`config.mk`:
```
export PLATFORM = sky130hd
export DESIGN_NAME = dmi_arb_buf
export DESIGN_NICKNAME = d
export VERILOG_FILES = /design/src/rtl/dmi_arb_buf.sv
export SDC_FILE = /design/constraint.sdc
export NUM_CORES = 1
export LEC_CHECK = 0
export CELL_PAD_IN_SITES_DETAIL_PLACEMENT = 1
export CELL_PAD_IN_SITES_GLOBAL_PLACEMENT = 2
export CORE_MARGIN = 3
export CORE_UTILIZATION = 28
export DETAILED_ROUTE_END_ITERATION = 6
export GPL_TIMING_DRIVEN = 0
export PLACE_DENSITY_LB_ADDON = 0.1
export SLEW_MARGIN = 20
export SYNTH_ARGS = -nofsm -noshare
export SYNTH_HDL_FRONTEND = slang
export SYNTH_SLANG_ARGS = --single-unit
export TNS_END_PERCENT = 50
```
`constraint.sdc`:
```
create_clock -name clk_i -period 6.8 [get_ports clk_i]
set_input_delay 1.36 -clock clk_i [delete_from_list [all_inputs] [get_ports clk_i]]
set_output_delay 1.36 -clock clk_i [all_outputs]
set_load 0.1 [all_outputs]
```
`src/rtl/dmi_arb_buf.sv`:
```
// DMI arbiter and response router: round-robin grants N transports onto one DM port,
// tracks the issuing channel of each in-flight request and steers DM responses back.
package dm;
  localparam logic [1:0] DTM_NOP   = 2'd0;
  localparam logic [1:0] DTM_READ  = 2'd1;
  localparam logic [1:0] DTM_WRITE = 2'd2;

  typedef struct packed {
    logic [6:0]  addr;
    logic [1:0]  op;
    logic [31:0] data;
  } dmi_req_t;

  typedef struct packed {
    logic [31:0] data;
    logic [1:0]  resp;
  } dmi_resp_t;
endpackage

module dmi_arb_buf #(
  parameter int unsigned NumCh          = 2,
  parameter int unsigned MaxOutstanding = 4
) (
  input  logic                                 clk_i,
  input  logic                                 rst_i,
  input  dm::dmi_req_t  [NumCh-1:0]            ch_req_i,
  input  logic          [NumCh-1:0]            ch_req_valid_i,
  output logic          [NumCh-1:0]            ch_req_ready_o,
  output dm::dmi_resp_t [NumCh-1:0]            ch_resp_o,
  output logic          [NumCh-1:0]            ch_resp_valid_o,
  input  logic          [NumCh-1:0]            ch_resp_ready_i,
  output dm::dmi_req_t                         dm_req_o,
  output logic                                 dm_req_valid_o,
  input  logic                                 dm_req_ready_i,
  input  dm::dmi_resp_t                        dm_resp_i,
  input  logic                                 dm_resp_valid_i,
  output logic                                 dm_resp_ready_o,
  output logic [$clog2(MaxOutstanding+1)-1:0]  outstanding_o
);

  localparam int unsigned ChW  = $clog2(NumCh);
  localparam int unsigned ChW1 = ChW + 1;
  localparam int unsigned PtrW = (MaxOutstanding > 1) ? $clog2(MaxOutstanding) : 1;
  localparam int unsigned CntW = $clog2(MaxOutstanding + 1);

  localparam logic [CntW-1:0] MaxCnt   = CntW'(MaxOutstanding);
  localparam logic [PtrW-1:0] PtrLast  = PtrW'(MaxOutstanding - 1);
  localparam logic [ChW1-1:0] NumChW   = ChW1'(NumCh);
  localparam logic [ChW-1:0]  LastInit = ChW'(NumCh - 1);

  // Request register
  dm::dmi_req_t rq_q, rq_d;
  logic         rq_valid_q, rq_valid_d;

  // Arbiter state
  logic [ChW-1:0]  last_q, last_d;
  logic [ChW-1:0]  arb_idx;
  logic            arb_found;
  logic [ChW1-1:0] cand;

  // Tag FIFO
  logic [ChW-1:0]  tag_q [MaxOutstanding];
  logic [ChW-1:0]  tag_d [MaxOutstanding];
  logic [PtrW-1:0] wptr_q, wptr_d;
  logic [PtrW-1:0] rptr_q, rptr_d;
  logic [CntW-1:0] cnt_q, cnt_d;

  // Per-channel response registers
  dm::dmi_resp_t [NumCh-1:0] rr_q, rr_d;
  logic          [NumCh-1:0] rr_valid_q, rr_valid_d;

  logic           rq_free;
  logic           fifo_full;
  logic           fifo_empty;
  logic           grant;
  logic           pop;
  logic [ChW-1:0] head;

  // Round-robin search starting one past the last granted channel
  always_comb begin
    arb_found = 1'b0;
    arb_idx   = '0;
    cand      = '0;
    for (int unsigned off = 1; off <= NumCh; off++) begin
      cand = {1'b0, last_q} + ChW1'(off);
      if (cand >= NumChW) begin
        cand = cand - NumChW;
      end
      if (!arb_found && ch_req_valid_i[cand[ChW-1:0]]) begin
        arb_found = 1'b1;
        arb_idx   = cand[ChW-1:0];
      end
    end
  end

  // Occupancy is taken before any same-cycle pop, so a full FIFO always blocks
  assign rq_free    = !rq_valid_q || dm_req_ready_i;
  assign fifo_full  = (cnt_q == MaxCnt);
  assign fifo_empty = (cnt_q == '0);
  assign grant      = !rst_i && rq_free && !fifo_full && arb_found;
  assign head       = tag_q[rptr_q];

  assign dm_resp_ready_o = !rst_i && !fifo_empty &&
                           (!rr_valid_q[head] || ch_resp_ready_i[head]);
  assign pop = dm_resp_valid_i && dm_resp_ready_o;

  always_comb begin
    ch_req_ready_o = '0;
    if (grant) begin
      ch_req_ready_o[arb_idx] = 1'b1;
    end
  end

  // Request register load / drain
  always_comb begin
    rq_d       = rq_q;
    rq_valid_d = rq_valid_q;
    last_d     = last_q;
    if (grant) begin
      rq_d       = ch_req_i[arb_idx];
      rq_valid_d = 1'b1;
      last_d     = arb_idx;
    end else if (dm_req_ready_i) begin
      rq_valid_d = 1'b0;
    end
  end

  // Tag FIFO push/pop with modulo-depth pointers
  always_comb begin
    tag_d  = tag_q;
    wptr_d = wptr_q;
    rptr_d = rptr_q;
    cnt_d  = cnt_q;
    if (grant) begin
      tag_d[wptr_q] = arb_idx;
      wptr_d        = (wptr_q == PtrLast) ? '0 : wptr_q + PtrW'(1);
    end
    if (pop) begin
      rptr_d = (rptr_q == PtrLast) ? '0 : rptr_q + PtrW'(1);
    end
    case ({grant, pop})
      2'b10:   cnt_d = cnt_q + CntW'(1);
      2'b01:   cnt_d = cnt_q - CntW'(1);
      default: cnt_d = cnt_q;
    endcase
  end

  // Response steering: a reload wins over a same-cycle drain
  always_comb begin
    rr_d       = rr_q;
    rr_valid_d = rr_valid_q;
    for (int unsigned c = 0; c < NumCh; c++) begin
      if (pop && (head == ChW'(c))) begin
        rr_d[c]       = dm_resp_i;
        rr_valid_d[c] = 1'b1;
      end else if (ch_resp_ready_i[c]) begin
        rr_valid_d[c] = 1'b0;
      end
    end
  end

  always_ff @(posedge clk_i or posedge rst_i) begin
    if (rst_i) begin
      rq_q       <= '0;
      rq_valid_q <= 1'b0;
      last_q     <= LastInit;
      tag_q      <= '{default: '0};
      wptr_q     <= '0;
      rptr_q     <= '0;
      cnt_q      <= '0;
      rr_q       <= '0;
      rr_valid_q <= '0;
    end else begin
      rq_q       <= rq_d;
      rq_valid_q <= rq_valid_d;
      last_q     <= last_d;
      tag_q      <= tag_d;
      wptr_q     <= wptr_d;
      rptr_q     <= rptr_d;
      cnt_q      <= cnt_d;
      rr_q       <= rr_d;
      rr_valid_q <= rr_valid_d;
    end
  end

  assign dm_req_o        = rq_q;
  assign dm_req_valid_o  = rq_valid_q;
  assign ch_resp_o       = rr_q;
  assign ch_resp_valid_o = rr_valid_q;
  assign outstanding_o   = cnt_q;

endmodule

```
* After elaboration in Yosys (flattened, before gate mapping)
Index checks and enable logic that the tools add are counted.
** Word-level totals
- Logic and storage cells :: 102
- Output and inout bits :: 118
- Bits in registers :: 124
** Cells by class
- Eq/ne operators :: 5
- Reduce and logical (&&, ||, !) cells :: 24
- $lt $le $gt $ge :: 10
- Bitwise logic cells :: 3
- Mux-type cells :: 34
- Add/subtract/negate cells :: 8
** Operator list (count)
- $mux 41 :: 2
- $mux 1 :: 24
- $logic_and 1x1->1 :: 11
- $lt 1x2->1 const B :: 4
- $reduce_bool 2->1 :: 4
- $eq 2x2->1 const B :: 3
- $ge 3x3->1 const B :: 2
- $logic_not 1->1 :: 6
- $mux 2 :: 3
- $not 2->3 :: 2
- $pmux 3 s2 :: 1
- $add 2x1->2 const B :: 2
- $bwmux 4 :: 1
- $ge 2x2->1 const B :: 2
- $add 3x1->3 const B :: 1
- $eq 3x3->1 const B :: 1
- $logic_not 3->1 :: 1
- $lt 3x1->1 const B :: 1
- $sub 3x1->3 const B :: 1
- $add 1x1->2 const B :: 1
- $add 1x2->2 const B :: 1
- $bmux 1 s2 :: 1
- $demux 1 s2 :: 1
- $eq 2x1->1 const B :: 1
- other kinds (5) :: 7

* Depth between registers and ports, before layout
Gate-level depths: netlist of the first run.
- Depth in word-level cells :: 14
- Mapped depth :: 10
- Gate-level depth less buffers :: 10

* Worst setup path after synthesis of the first run
No wires, ideal clock.
- Kind :: in2out
- Start point :: input ch_resp_ready_i[0]
- End point :: output dm_resp_ready_o
- Arrival time :: 3618 ps
- Setup slack :: 1822 ps
- Stages on the path :: 3
- Cells stage by stage :: nand2b_1 > mux2i_1 > nor3_1
** On the way
- Cells in the longest elaborated chain, start to end :: 4
** RTL lines
- from (decl) :: RTL line 31 : input logic [NumCh-1:0] ch_resp_ready_i,
- $mux 1 (not written as such) (2 in a row) :: RTL line 104 : (!rr_valid_q[head] || ch_resp_ready_i[head]);
- $logic_or 1x1->1 :: RTL line 104
- $logic_and 1x1->1 :: RTL line 103 : assign dm_resp_ready_o = !rst_i && !fifo_empty &&
- to (decl) :: RTL line 37 : output logic dm_resp_ready_o,
Every way passes these cells. The select of a mux whose other input is x is not followed.

* Final worst setup path of the first run
- Start point :: input rst_i
- End point :: output ch_req_ready_o[0]
** On the way
- Cells in the longest elaborated chain, start to end :: 5
** RTL lines
- from (decl) :: RTL line 25 : input logic rst_i,
- $logic_not 1->1 (no source line)
- $logic_and 1x1->1 (3 in a row) :: RTL line 100 : assign grant = !rst_i && rq_free && !fifo_full && arb_found;
- $mux 2 :: RTL line 109 : if (grant) begin
- to (decl) :: RTL line 28 : output logic [NumCh-1:0] ch_req_ready_o,
Every way passes these cells.

==> impl_metrics.py, run 1 <==
metrics = {
    "detailed_routing": {
        "drt-total-wl_um": 15800,
        "drt_iter0_drc": 125,
        "drt_first_pass_iters": 4,
        "wl_per_cell_um": 17.5,
        "drc_errors": 0,
        "routed_via_density": 4.52,
        "detail-route-antenna-nets": 0,
        "vias": 4068,
    },
    "synthesis": {
        "muxShareOfSynthArea": 0.262,
        "syn_avg_cell_area_um2": 13.4,
        "yosys_warnings": 0,
        "syn_inst": 397,
        "synth_compound_area_frac": 0.0476,
        "synth.top_cells.by_area": "dfrtp_1 (58%), mux2_2 (9.3%), mux2_4 (8.4%)",
        "synth_top_family_by_area": "multiplexers",
        "yosysTopAreaCellShare": 0.577,
        "synth_xor_area_frac": 0.00493,
        "synth_adder_area_share": 0.0178,
        "yosys.area_share.simple": 0.0572,
        "ys_ff_latch": 124,
        "synth_area_leader_cell": "dfrtp_1",
        "synth_seq_area_share": 0.582,
        "syn-num-nets": 528,
        "synthDistinctLibCells": 32,
        "synth_area_um2": 5330,
    },
    "placement": {
        "post-dp-hpwl_um": 12100,
        "dp.cells": 868,
        "place.gp.congestion": 0.732,
        "port-buffer-count": 241,
    },
    "global_route": {
        "grt.total_usage": 0.154,
        "grt_pass1_vias": 4574,
        "antenna_found_initial": 0,
        "grt_pass1_wl_um": 24700,
        "grt_start_max_net_pins": 71,
        "grt.overflow.total": 0,
    },
    "sta": {
        "drv_slew": 0,
        "rsz0062_at_grt": "false",
        "worst_pin_slew_ns": 1.06,
        "fin_crit_ns": 5.97,
        "clock_skew_ns": 0.00810,
        "fmax_mhz": 168,
        "hold_viol_final": 0,
        "slew_headroom": 0.289,
        "setup_viol": 0,
        "fin_crit_sh": 0.877,
        "hold_ws_ns": 0.507,
    },
    "floorplanning": {
        "start_util": 0.291,
        "row_count": 49,
        "chipWidth_um": 144,
        "design.core.area_um2": 18300,
        "num_io_pins": 242,
        "die_h_um": 144,
        "dieArea_um2": 20700,
    },
    "clock_network": {
        "postCtsSetupBuffers": 0,
        "clockBufferDepth": 2,
        "clk_latency_ns": 0.41,
        "ctsHtreeMaxLevel": 4,
        "numCtsBuffers": 17,
        "cts-resized-gates": 0,
        "cts.clk_slew.worst_paths_ns": 0.06,
        "cts_tree": "done",
        "hold_buffers": 0,
        "cts_num_sinks": 124,
        "root_buffer": "clkbuf_16",
    },
    "setup_path": {
        "worstSetupPathType": "in2out",
        "crit_family": "buffers and inverters",
        "max_stage_delay_ns": 1.15,
        "arrival_ns": 4.61,
        "cp.required_ns": 5.44,
        "path_buf_inv": 4,
        "start_kind": "primary input",
        "crit_path_frequent_cell": "clkdlybuf4s50_1",
        "worstSetupEndpointType": "output port",
        "crit_slowest_cell": "clkdlybuf4s50_1",
        "path_cells": "clkdlybuf4s50_1 > a2111oi_0 > clkbuf_1 > inv_1 > nor2_1 > clkdlybuf4s50_1",
        "path_max_fanout": 10,
    },
    "finish": {
        "stdcell_count": 900,
        "num_antenna_cells": 0,
        "finalNetCount": 789,
        "syn2layout_area_growth_pct": 62.4,
        "drive_gt1_frac": 0.186,
        "fillers": 1874,
        "final_util": 0.472,
    },
    "min_path": {
        "hp-class": "reg2reg",
    },
    "status": {
        "status": "complete, no violations",
    },
    "run": {
        "cap_violations": 0,
    },
}
-- stage by stage --
step	area, um2	TNS, ns	setup slack (ns)
after global placement	8030	-8.36	-0.0780
final	8660	0	0.835
after floorplan	5330	0	1.82
after CTS	8660	0	0.776
after detailed placement	8070	0	0.789
after global routing	8660	0	0.570
-- cells in the final DEF (no fill, tap or decap), types with 2 or more instances in the layout --
cell               n
inv_6              4
clkinvlp_4         2
ha_1               6
mux2i_1           43
dfrtp_1          123
inv_1              8
clkinv_4           6
clkbuf_16         17
nor2_1            47
o21ai_0            2
mux2_4            30
clkdlybuf4s50_1  241
clkbuf_1           6
buf_6              3
nand2b_1           2
a21oi_1           41
mux2_2            44
nor2b_1            2
nor3_1             2
buf_1              5
nand2_1            7
a21o_1             2
xor2_1             2
bufinv_16          2
buf_2              9
-- metal layers --
| layer | up-vias | part of all wire | GRT usage |
|---|---|---|---|
| li1 | 1906 | - | - |
| met1 | 1978 | 0.41 | 0.178 |
| met2 | 168 | 0.46 | 0.247 |
| met3 | 16 | 0.11 | 0.0794 |
| met4 | 0 | 0.017 | 0.0545 |
| met5 | - | 0 | 0 |
-- worst paths after layout --
kind,end,startpoint,cells after the start,slack (ns)
hold / removal,ch_resp_o[58],ch_resp_o[58],1,0.51
setup reg to reg,outstanding_o[2],rptr_q[0],10,3.94
min in group asynchronous,dm_req_valid_o,rst_i,2,1.63
hold reg to reg,ch_resp_o[58],ch_resp_o[58],1,0.51
setup / recovery,ch_req_ready_o[0],rst_i,6,0.83
max in group asynchronous,ch_resp_o[55],rst_i,3,4.49
-- cells by family (layout without fill, tap and decap cells) --
kind of cell / Yosys count / in the layout
flops: 124 / 124
mux: 118 / 118
simple gates: 66 / 66
compound gates: 48 / 48
buf+inv: 31 / 305
fa+ha+maj: 7 / 7
xor+xnor: 3 / 3
-- worst reg2reg max path, cell delays in order, from the launching register on --
cell	delay [ns]
dfrtp_1	0.41
mux4_2	0.58
mux2i_1	0.17
or4b_4	0.52
inv_1	0.08
ha_1	0.19
inv_1	0.06
fa_1	0.38
xor2_1	0.15
nor2_1	0.11
xor2_1	0.15
-- cell usage after synthesis (all sizes together) --
library cell  count
a21oi            41
xnor2             1
xor2              2
nand4bb           1
inv               9
or2               1
clkbuf            5
mux2             74
o21ai             2
nor2             47
dfstp             1
dfrtp           123
ha                6
a21boi            1
buf              17
and2              1
nand2             8
or4b              1
a21o              2
mux4              1
a2111oi           1
mux2i            43
fa                1
nor3              2
a211oi            1
nor2b             2
nand2b            2
nor4b             1
-- sequential cells by signal, indices dropped and copies added, names as in the netlist --
signal	cells
ch_resp_o	68
rptr_q	2
outstanding_o	3
dm_req_valid_o	1
wptr_q	2
ch_resp_valid_o	2
dm_req_o	41
tag_q	4
last_q	1
-- cell type report --
cell class	count	area [um2]	share of cell area
Clock inverter	14	163	0.0188
Inverter	9	41.3	0.00477
Buffer	22	116	0.0134
Multi-Input combinational cell	242	2080	0.240
Clock buffer	18	429	0.0496
Timing Repair Buffer	242	2440	0.282
Tap cell	229	287	0.0331
Sequential cell	124	3100	0.358
Power of run 1 is not shown: default switching activity piles up to over one toggle a cycle in this logic, so the estimate is an artifact.
==> run 2, diff against run 1 <==
- CAP_MARGIN: unset -> 0
- CORE_UTILIZATION: 28 -> 42
- DONT_BUFFER_PORTS: unset -> 1
==> impl_metrics.py, run 2 (synthesis results as in run 1) <==
metrics = {
    "setup_path": {
        "worstSetupEndpointType": "output port",
        "path_max_fanout": 10,
        "start_kind": "register",
        "arrival_ns": 3.65,
        "reg2reg_depth": 10,
        "reg2reg_slack_ns": 3.42,
        "cp.required_ns": 5.44,
        "worstReg2RegStart": "outstanding_o[0]",
        "r2r-end": "outstanding_o[2]",
        "worstSetupPathType": "reg2out",
    },
    "clock_network": {
        "root_buffer": "clkbuf_16",
        "cts.clk_slew.worst_paths_ns": 0.06,
        "clockBufferDepth": 2,
        "cts-resized-gates": 0,
        "hold_buffers": 0,
        "cts_tree": "done",
        "postCtsSetupBuffers": 0,
        "ctsHtreeMaxLevel": 4,
        "numCtsBuffers": 17,
        "clk_latency_ns": 0.41,
        "cts_num_sinks": 124,
    },
    "finish": {
        "drive_gt1_frac": 0.295,
        "finalNetCount": 549,
        "final_cell_mix": "dfrtp_1 (123), nor2_1 (46), mux2_2 (44)",
        "num_antenna_cells": 0,
        "multi_input_area_um2": 2090,
        "largest_reg_flops": 68,
        "register_area_um2": 3100,
        "final_common_cell": "dfrtp_1",
        "syn2layout_area_growth_pct": 17.2,
        "final_util": 0.512,
        "fillers": 1243,
    },
    "floorplanning": {
        "die_h_um": 119,
        "chipWidth_um": 119,
        "dieArea_um2": 14100,
        "num_io_pins": 242,
        "start_util": 0.437,
        "row_count": 40,
        "design.core.area_um2": 12200,
    },
    "detailed_routing": {
        "drt_iter0_drc": 206,
        "wl_per_cell_um": 22.4,
        "drt-total-wl_um": 13400,
        "drc_errors": 0,
        "vias": 3221,
        "detail-route-antenna-nets": 0,
        "drt_first_pass_iters": 4,
        "routed_via_density": 5.38,
    },
    "run": {
        "cap_violations": 0,
    },
    "min_path": {
        "hp-start": "tag_q[3]",
        "hp-class": "reg2reg",
        "min_to": "tag_q[3]",
        "holdPathStages": 1,
    },
    "sta": {
        "clock_skew_ns": 0.00982,
        "drv_slew": 0,
        "setup_viol": 0,
        "fmax_mhz": 200,
        "fin_crit_ns": 5.01,
        "fin_crit_sh": 0.737,
        "worst_pin_slew_ns": 1.08,
        "rsz0062_at_grt": "false",
        "fin_tns_setup_ns": 0,
        "hold_ws_ns": 0.499,
        "slew_headroom": 0.280,
        "hold_viol_final": 0,
    },
    "placement": {
        "place.gp.congestion": 0.748,
        "port-buffer-count": 0,
        "post-dp-hpwl_um": 9750,
    },
    "global_route": {
        "grt.total_usage": 0.190,
        "antenna_found_initial": 0,
        "grt_pass1_vias": 3478,
        "grt.overflow.total": 0,
        "grt_start_max_net_pins": 77,
        "grt_pass1_wl_um": 20500,
    },
    "status": {
        "status": "complete, no violations",
    },
}
-- run 2: cell types whose count changed in the layout (fill, tap and decap cells not counted), sizes merged --
cell           delta
clkinv            -1
clkbuf            +3
inv               -4
clkinvlp          -1
clkdlybuf4s50   -241
bufinv            +3
buf               +1
-- run 2: metal layers --
layer / up-vias / track usage / wire length [um] / share of wire
met5: - / 0 / 0 / 0
met4: 0 / 0.0818 / 294 / 0.022
met3: 22 / 0.0947 / 1560 / 0.12
met2: 185 / 0.310 / 6510 / 0.49
met1: 1602 / 0.210 / 5040 / 0.38
li1: 1412 / - / - / -
-- run 2: worst max-delay path by stage --
stage	startpoint	to	slack, ns	cells after the start
global placement	rst_i	ch_resp_o[23]	0.75	1
CTS	outstanding_o[0]	ch_req_ready_o[0]	1.64	5
finish	outstanding_o[0]	ch_req_ready_o[0]	1.79	5
global route	outstanding_o[0]	ch_req_ready_o[0]	1.44	5
detailed placement	ch_req_valid_i[1]	ch_req_ready_o[0]	1.95	5
floorplan	ch_resp_ready_i[0]	dm_resp_ready_o	1.82	3
-- run 2: layout make-up --
class	instances	share of cell area
Clock inverter	11	0.0304
Clock buffer	21	0.0737
Tap cell	168	0.0336
Sequential cell	124	0.497
Inverter	9	0.00621
Timing Repair Buffer	2	0.00681
Multi-Input combinational cell	242	0.334
Buffer	22	0.0186
-- run 2: stage by stage --
stage | setup WS, ns | std cells | cell area, um2
2_1_floorplan | 1.82 | 397 | 5330
6_report | 1.79 | 599 | 6250
4_1_cts | 1.64 | 599 | 6250
3_3_place_gp | 0.745 | 565 | 5540
3_5_place_dp | 1.95 | 567 | 5600
5_1_grt | 1.44 | 599 | 6250
-- run 2: critical path, stage by stage, from the launching register on --
cell and delay, ns:
dfrtp_1 1.01, nor2_1 0.12, a2111oi_0 0.59, clkbuf_1 0.46
inv_1 0.19, nor2_2 0.87
Power of run 2 is left out for the same reason.
==> run 3, diff against run 2 <==
- CORE_UTILIZATION: 42 -> 35
- clock period: 6.8 -> 4.6 ns (I/O delays scaled with it)
==> impl_metrics.py, run 3 (synthesis results as in run 1) <==
metrics = {
    "status": {
        "status": "complete, no violations",
    },
    "clock_network": {
        "cts.clk_slew.worst_paths_ns": 0.05,
        "cts_tree": "done",
        "clockBufferDepth": 2,
        "root_buffer": "clkbuf_16",
        "cts_num_sinks": 124,
        "clk_latency_ns": 0.42,
        "numCtsBuffers": 17,
        "ctsHtreeMaxLevel": 4,
        "hold_buffers": 0,
    },
    "setup_path": {
        "worstSetupPathType": "reg2out",
        "path_buf_inv": 2,
        "max_stage_delay_ns": 1.01,
        "worstSetupEndpointType": "output port",
        "path_max_fanout": 10,
        "path_cells": "nor2_1 > a2111oi_0 > clkbuf_1 > inv_1 > nor2_4",
        "crit_slowest_cell": "dfrtp_1",
        "arrival_ns": 3.33,
        "cp.required_ns": 3.68,
        "crit_family": "flip-flops",
        "start_kind": "register",
    },
    "global_route": {
        "grt.total_usage": 0.154,
        "grt.overflow.total": 0,
        "antenna_found_initial": 0,
        "grt_pass1_wl_um": 19300,
        "grt_start_max_net_pins": 70,
        "grt_pass1_vias": 3412,
    },
    "detailed_routing": {
        "wl_met3_um": 1700,
        "drc_errors": 0,
        "wirelength_met1_um": 4780,
        "routed_via_density": 5.11,
        "detail-route-antenna-nets": 0,
        "drt_iter0_drc": 101,
        "vias": 3145,
        "drt_first_pass_iters": 4,
        "drt-total-wl_um": 13000,
        "wl_per_cell_um": 21.1,
        "routed.top_layer": "met4",
        "wl_met2_um": 6220,
    },
    "floorplanning": {
        "row_count": 44,
        "start_util": 0.363,
        "die_h_um": 129,
        "dieArea_um2": 16800,
        "design.core.area_um2": 14700,
        "num_io_pins": 242,
        "chipWidth_um": 129,
    },
    "sta": {
        "setup_viol": 0,
        "slew_headroom": 0.315,
        "fmax_mhz": 235,
        "clock_skew_ns": 0.00642,
        "worst_pin_slew_ns": 1.03,
        "drv_slew": 0,
        "rsz0062_at_grt": "false",
        "fin_crit_sh": 0.924,
        "fin_crit_ns": 4.25,
        "hold_viol_final": 0,
    },
    "finish": {
        "num_antenna_cells": 0,
        "final_cell_mix": "dfrtp_1 (123), nor2_1 (46), mux2_2 (44)",
        "largest_reg_flops": 68,
        "final_util": 0.425,
        "syn2layout_area_growth_pct": 17.1,
        "finalNetCount": 549,
        "register_area_um2": 3100,
        "final_common_cell": "dfrtp_1",
        "multi_input_area_um2": 2090,
        "stdcell_count": 615,
        "drive_gt1_frac": 0.302,
        "fillers": 1516,
    },
    "run": {
        "cap_violations": 0,
    },
    "placement": {
        "place.gp.congestion": 0.745,
        "post-dp-hpwl_um": 9640,
        "dp.cells": 583,
        "port-buffer-count": 0,
    },
    "min_path": {
        "hp-class": "in2async",
    },
}
-- run 3: worst reg2reg max path: cells and delay by family (launching register included) --
| family | cells | cell delay (ns) |
|---|---|---|
| simple gates | 2 | 0.20 |
| buf+inv | 3 | 0.72 |
| xor+xnor | 2 | 0.30 |
| compound gates | 1 | 0.59 |
| flops | 1 | 1.01 |
| fa+ha+maj | 2 | 0.46 |
-- run 3: timing repair --
item,CTS,global route
setup endpoints to repair,1,1
gates resized for setup,1,1
buffers inserted,0,0
endpoints found under the hold margin,0,0
-- run 3: metrics by stage --
stage	setup slack, ns	TNS, ns	hold slack (ns)	area [um2]
3_5_place_dp	0.409	0	0.503	5630
6_report	0.349	0	0.364	6240
4_1_cts	0.0729	0	0.375	6240
3_3_place_gp	-1.10	-135.00	0.485	5560
2_1_floorplan	0.344	0	0.474	5330
5_1_grt	0.0423	0	0.368	6240
-- run 3: path summary, 6_finish.rpt --
| path | startpoint | to | slack, ns | cells past startpoint |
|---|---|---|---|---|
| worst max-delay path | outstanding_o[0] | ch_req_ready_o[0] | 0.35 | 5 |
| worst min-delay path | rst_i | outstanding_o[0] | 0.36 | 1 |
| worst max register to register | outstanding_o[0] | outstanding_o[2] | 1.17 | 10 |
| worst min register to register | tag_q[1] | tag_q[1] | 0.51 | 1 |
| max in group asynchronous | rst_i | ch_resp_o[61] | 3.57 | 2 |
| min in group clk_i | tag_q[1] | tag_q[1] | 0.51 | 1 |
-- run 3: metal layers --
| metal | global-route usage | up-vias |
|---|---|---|
| li1 | - | 1421 |
| met1 | 0.170 | 1526 |
| met2 | 0.242 | 173 |
| met3 | 0.0866 | 25 |
| met4 | 0.0733 | 0 |
| met5 | 0 | - |
-- run 3: layout make-up --
cell class / instances / share of cell area
flip-flops and latches: 124 / 0.497
multi-input cells: 242 / 0.335
clock buffers: 20 / 0.0747
well taps: 184 / 0.0369
clock inverters: 12 / 0.0218
plain buffers: 22 / 0.0186
repair buffers: 2 / 0.00882
inverters: 9 / 0.00661
Power of run 3 is left out for the same reason.
